<file path="src/rtl/sevseg_pkg.sv">
// Shared types and constants for the 7-segment frame scanner.
// Segment encodings are active-low, bit0 = a ... bit6 = g.
package sevseg_pkg;

    typedef logic [3:0] nibble_t;

    typedef enum logic {
        IDLE = 1'b0,
        SCAN = 1'b1
    } scan_state_t;

    localparam logic [6:0] SEG_OFF = 7'h7F;

    // Entry k is the glyph for hex digit k; the list is written F down to 0.
    localparam logic [15:0][6:0] HEX_SEG = {
        7'h0E, 7'h06, 7'h21, 7'h46, 7'h03, 7'h08, 7'h10, 7'h00,
        7'h78, 7'h02, 7'h12, 7'h19, 7'h30, 7'h24, 7'h79, 7'h40
    };

endpackage

</file>
<file path="src/rtl/sevseg_frame_scanner_hex_to_seg.sv">
// Combinational hex nibble to active-low 7-segment decoder.
module hex_to_seg
    import sevseg_pkg::*;
(
    input  nibble_t    nibble_i,
    output logic [6:0] seg_o
);

    assign seg_o = HEX_SEG[nibble_i];

endmodule

</file>
<file path="src/rtl/sevseg_frame_scanner.sv">
// Frame-buffered, tear-free multiplexer for a common-anode 7-segment display.
// Define SEVSEG_LZB_EN to blank leading-zero digits (digit 0 always shown).
module sevseg_frame_scanner
    import sevseg_pkg::*;
#(
    parameter int NUM_DIGITS   = 4,
    parameter int WORD_NIBBLES = 7,
    parameter int PRESCALE     = 50000,
    parameter int BLANK_CYCLES = 2
) (
    input  logic                      clk,
    input  logic                      rst,
    input  logic [4*WORD_NIBBLES-1:0] frame_in,
    input  logic                      frame_valid,
    output logic                      frame_ready,
    output logic                      frame_done,
    output logic [6:0]                seg,
    output logic [NUM_DIGITS-1:0]     an
);

    localparam int PW   = $clog2(PRESCALE);
    localparam int DW   = (NUM_DIGITS > 1) ? $clog2(NUM_DIGITS) : 1;
    localparam int BASE = WORD_NIBBLES - NUM_DIGITS;

    localparam logic [PW-1:0] PRESC_LAST = PW'(PRESCALE - 1);
    localparam logic [PW-1:0] BLANK_LEN  = PW'(BLANK_CYCLES);
    localparam logic [DW-1:0] DIGIT_LAST = DW'(NUM_DIGITS - 1);

    scan_state_t               state_q, state_d;
    logic [4*WORD_NIBBLES-1:0] shadow_q, shadow_d;
    logic [PW-1:0]             presc_q, presc_d;
    logic [DW-1:0]             digit_q, digit_d;
    logic [6:0]                seg_q, seg_d;
    logic [NUM_DIGITS-1:0]     an_q, an_d;
    logic                      done_q, done_d;

    logic       tick;
    logic       boundary;
    logic       accept;
    nibble_t    cur_nib;
    logic       lead_blank;
    logic [6:0] dec_seg;

    assign tick     = (state_q == SCAN) && (presc_q == PRESC_LAST);
    assign boundary = tick && (digit_q == DIGIT_LAST);
    // A new frame may only land while idle or on the last cycle of the last digit.
    assign frame_ready = (state_q == IDLE) || boundary;
    assign accept      = frame_valid && frame_ready;

    always_comb begin
        // NOTE: every always_comb output gets a default first so no path infers a latch.
        state_d  = state_q;
        shadow_d = shadow_q;
        presc_d  = presc_q;
        digit_d  = digit_q;
        case (state_q)
            IDLE: begin
                if (accept) begin
                    shadow_d = frame_in;
                    presc_d  = '0;
                    digit_d  = '0;
                    state_d  = SCAN;
                end
            end
            SCAN: begin
                presc_d = tick ? '0 : presc_q + PW'(1);
                if (tick) begin
                    digit_d = (digit_q == DIGIT_LAST) ? '0 : digit_q + DW'(1);
                end
                if (accept) begin
                    shadow_d = frame_in;
                end
            end
            default: state_d = IDLE;
        endcase
    end

    always_comb begin
        cur_nib = '0;
        for (int d = 0; d < NUM_DIGITS; d++) begin
            if (digit_q == DW'(d)) begin
                cur_nib = shadow_q[4*(BASE+d) +: 4];
            end
        end
    end

`ifdef SEVSEG_LZB_EN
    always_comb begin : lzb
        logic zero_run;
        zero_run   = 1'b1;
        lead_blank = 1'b0;
        // Walk from the most significant digit down; the zero run breaks at the first non-zero.
        for (int d = NUM_DIGITS - 1; d >= 0; d--) begin
            zero_run = zero_run && (shadow_q[4*(BASE+d) +: 4] == 4'h0);
            if (digit_q == DW'(d)) begin
                lead_blank = zero_run && (d != 0);
            end
        end
    end
`else
    assign lead_blank = 1'b0;
`endif

    hex_to_seg u_hex_to_seg (
        .nibble_i (cur_nib),
        .seg_o    (dec_seg)
    );

    always_comb begin
        seg_d  = SEG_OFF;
        an_d   = '1;
        done_d = boundary;
        if ((state_q == SCAN) && (presc_q >= BLANK_LEN)) begin
            for (int d = 0; d < NUM_DIGITS; d++) begin
                an_d[d] = (digit_q != DW'(d));
            end
            seg_d = lead_blank ? SEG_OFF : dec_seg;
        end
    end

    // NOTE: state is updated only with non-blocking assignments so all registers see pre-edge values.
    always_ff @(posedge clk) begin
        if (!rst) begin
            state_q  <= IDLE;
            shadow_q <= '0;
            presc_q  <= '0;
            digit_q  <= '0;
            seg_q    <= SEG_OFF;
            an_q     <= '1;
            done_q   <= 1'b0;
        end else begin
            state_q  <= state_d;
            shadow_q <= shadow_d;
            presc_q  <= presc_d;
            digit_q  <= digit_d;
            seg_q    <= seg_d;
            an_q     <= an_d;
            done_q   <= done_d;
        end
    end

    assign seg        = seg_q;
    assign an         = an_q;
    assign frame_done = done_q;

endmodule

</file>
<file path="config.mk">
export PLATFORM = sky130hd
export DESIGN_NAME = sevseg_frame_scanner
export DESIGN_NICKNAME = d
export VERILOG_FILES = /design/src/rtl/sevseg_pkg.sv /design/src/rtl/sevseg_frame_scanner_hex_to_seg.sv /design/src/rtl/sevseg_frame_scanner.sv
export SDC_FILE = /design/constraint.sdc
export NUM_CORES = 1
export LEC_CHECK = 0
export BUFFER_PORTS_ARGS = -buffer_cell sky130_fd_sc_hd__buf_2
export CORE_MARGIN = 2
export CORE_UTILIZATION = 30
export DETAILED_ROUTE_END_ITERATION = 8
export REMOVE_ABC_BUFFERS = 1
export SYNTH_ARGS = -nofsm -noshare
export SYNTH_HDL_FRONTEND = slang
export SYNTH_SLANG_ARGS = --single-unit
export TNS_END_PERCENT = 30
</file>
<file path="constraint.sdc">
create_clock -name clk -period 4 [get_ports clk]
set_input_delay 0.2 -clock clk [delete_from_list [all_inputs] [get_ports clk]]
set_output_delay 0.2 -clock clk [all_outputs]
set_load 0.005 [all_outputs]
</file>
==> impl_metrics.env <==
export IMPL_grt_total_usage_pct=12.6
export IMPL_grt_antenna_before_repair=0
export IMPL_synth_edff_count=0
export IMPL_fin_skew_ns=0.00828
export IMPL_cp_cell_sequence="ha_1 > or3b_2 > o21ai_0 > a31oi_1 > inv_1 > ha_1 > mux2_2 > nand2_1 > o211ai_1"
export IMPL_rsz0062_at_grt="no"
export IMPL_yosys_most_used_dff="dfxtp_1"
export IMPL_port_buffer_count=31
export IMPL_cts_sinks=47
export IMPL_power_density_mw_per_mm2=320
export IMPL_holdCritPathClass="in -> reg"
export IMPL_cp_num_buf_inv=1
export IMPL_ios=44
export IMPL_p_switching_w=0.000222
export IMPL_synth_top_area_share_pct=40.1
export IMPL_drc=0
export IMPL_synth_area_mm2=0.00234
export IMPL_finalCriticalPeriod_ns=2.60
export IMPL_max_freq_mhz=385
export IMPL_status="finished, final reports clean"
export IMPL_maxCapViolations=0
export IMPL_seq_area_frac_synth_pct=40.1
export IMPL_dp_hpwl_um=3660
export IMPL_start_kind="flop"
export IMPL_cp_common_cell="ha_1"
export IMPL_cp_slowest_cell="a31oi_1"
export IMPL_arrival_ns=2.74
export IMPL_h_tree_depth=2
export IMPL_finalCritPeriodShare_pct=64.9
export IMPL_antenna_left=0
export IMPL_dp_slack_ns=1.41
export IMPL_die_x_um=92.4
export IMPL_avgRoutedWirePerCell_um=12.3
export IMPL_critPathKind="reg -> reg"
export IMPL_drt_iter0_markers=66
export IMPL_grt_ovfl_total=0
export IMPL_share_seq_of_total_power_pct=57.3
export IMPL_clkPwrFrac_pct=33.6
export IMPL_gp_congestion=0.844
export IMPL_die_area_mm2=0.00853
export IMPL_synthTopCellsByCount="dfxtp_1, nand2_1, nand3_1"
export IMPL_cts_max_path_buffers=2
export IMPL_path_delay_family="adder cells"
export IMPL_drt_first_pass_iters=4
export IMPL_vias_per_cell=4.87
export IMPL_final_nets=356
export IMPL_fin_setup_tns_ns=0
export IMPL_required_ns=4.14
export IMPL_syn_avg_cell_area_um2=8.08
export IMPL_power_frac_comb_pct=9.1
export IMPL_coreArea_mm2=0.00765
export IMPL_hold_viol_final=0
export IMPL_clkSlewWorstSetupHoldPaths_ns=0.09
export IMPL_netlist_instances=290
export IMPL_grt_pass1_wl_um=8780
export IMPL_async_flop_share_pct=0
export IMPL_leakage_nw=1.04
export IMPL_netSwitchingFraction_pct=26.0
export IMPL_insertion_delay_ns=0.30
export IMPL_root_buffer="clkbuf_8"
export IMPL_cts_tree="yes"
export IMPL_p_int_w=0.000633
export IMPL_yosysTopAreaCell="dfxtp_1"
export IMPL_max_stage_delay_ns=0.51
export IMPL_drt_wl_total_um=5120
export IMPL_ys_ff_latch=47
export IMPL_syn_to_final_growth_pct=13.9
export IMPL_ys_warn_count=0
export IMPL_worst_pin_slew_ns=0.847
export IMPL_grt_pass1_vias=1899
export IMPL_relSlewSlack_pct=43.5
export IMPL_rows=32
export IMPL_grt_max_degree=35
export IMPL_cts_resized=0
export IMPL_slew_violations=0
export IMPL_synthTopCellsByArea="dfxtp_1, nand2_1, ha_1, nand3_1, o21ai_1"
export IMPL_antenna_cells=0
export IMPL_post_cts_buffers=0
export IMPL_worst_slack_ns=1.40
export IMPL_yosysUniqueCellTypes=43
export IMPL_synth_most_common_cell="dfxtp_1"
export IMPL_drive_gt1_share_pct=15.3
export IMPL_hold_buffers=0
export IMPL_finish_utilization_pct=34.9
export IMPL_die_h_um=92.4
export IMPL_final_setup_viol_count=0
export IMPL_cp_max_fo=12
export IMPL_crit_path_end_kind="flop"
export IMPL_numCtsBuffers=5
export IMPL_initial_core_util_pct=30.6
export IMPL_max_vdd_ir_drop_mv=0.124
export IMPL_vias=2025
## state kept, by name, summed over array words and instances, names as in the netlist
register,count
digit_q,2
an,4
shadow_q,16
presc_q,16
seg,7
state_q,1
frame_done,1
## area by class of cell
cell class	instances	area (um^2)
fillers	834	4980
clock inverters	2	12.5
repair buffers	33	170
inverters	13	48.8
multi-input cells	213	1300
flip-flops and latches	47	941
clock buffers	6	72.6
well taps	102	128
## per-layer routing
layer | track usage, % | up-vias | wire [um]
met1 | 16.6 | 915 | 2680
met5 | 0 | - | 0
met3 | 2.77 | 5 | 162
met2 | 20.3 | 32 | 2210
met4 | 4.10 | 0 | 77
li1 | - | 1073 | -
## per-stage QoR
stage               area [um^2]  std cells  hold slack (ns)  power, W
detailed placement         2580        408            0.444  0.000579
global route               2670        416            0.116  0.000894
floorplan                  2280        273            0.333  0.000547
CTS                        2670        416            0.114  0.000865
finish                     2670        416            0.123  0.000855
global placement           2580        408            0.444  0.000577
## power groups by stage
stage | logic [W] | clock network, W | registers (W)
final | 0.0000775 | 0.000288 | 0.000490
after global routing | 0.0000897 | 0.000313 | 0.000492
after CTS | 0.0000787 | 0.000296 | 0.000490
after detailed placement | 0.0000784 | 0 | 0.000501
after global placement | 0.0000769 | 0 | 0.000501
after floorplan | 0.0000486 | 0 | 0.000498
## logic make-up (layout without fill, tap and decap cells)
kind of cell               after synthesis  in the layout  synth area share (%)
muxes                                    7              7                  3.10
DFF                                     47             47                  40.1
buffers and inverters                   30             54                  4.81
xor gates and xnor gates                 1              1                 0.374
AOI/OAI and AO/OA                       57             57                  15.4
adders and majority gates               12             12                  6.41
and+or+nand+nor                        136            136                  29.7
## placed cells by master (no fill, tap or decap), types with 3 or more instances in the layout
| cell | n |
|---|---|
| clkbuf_8 | 5 |
| mux2i_1 | 5 |
| nand2_1 | 44 |
| and3_1 | 6 |
| o211ai_1 | 3 |
| a211oi_1 | 3 |
| buf_2 | 31 |
| nand3_1 | 27 |
| nand3b_1 | 7 |
| a211o_1 | 4 |
| nor2_1 | 16 |
| nand4_1 | 5 |
| o21ai_1 | 16 |
| nor3_1 | 9 |
| inv_1 | 13 |
| nor2b_1 | 6 |
| a21oi_1 | 10 |
| nor3b_1 | 4 |
| dfxtp_1 | 47 |
| o21ai_0 | 7 |
| ha_1 | 12 |
## final timing paths
path                start      endpoint  slack [ns]  cells past startpoint
max            digit_q[0]        seg[4]        1.40                      9
min          frame_in[17]  shadow_q[17]        0.12                      3
max reg2reg    digit_q[0]        seg[4]        1.40                      9
min reg2reg  shadow_q[23]  shadow_q[23]        0.46                      2
## worst register-to-register path: cells and delay by family, from the launching register on
family	cells	cell delay [ns]
compound gates	3	0.66
fa+ha+maj	2	0.70
buf+inv	1	0.18
flops	1	0.37
mux	1	0.27
simple gates	2	0.25
(Power assumes the default switching activity.)
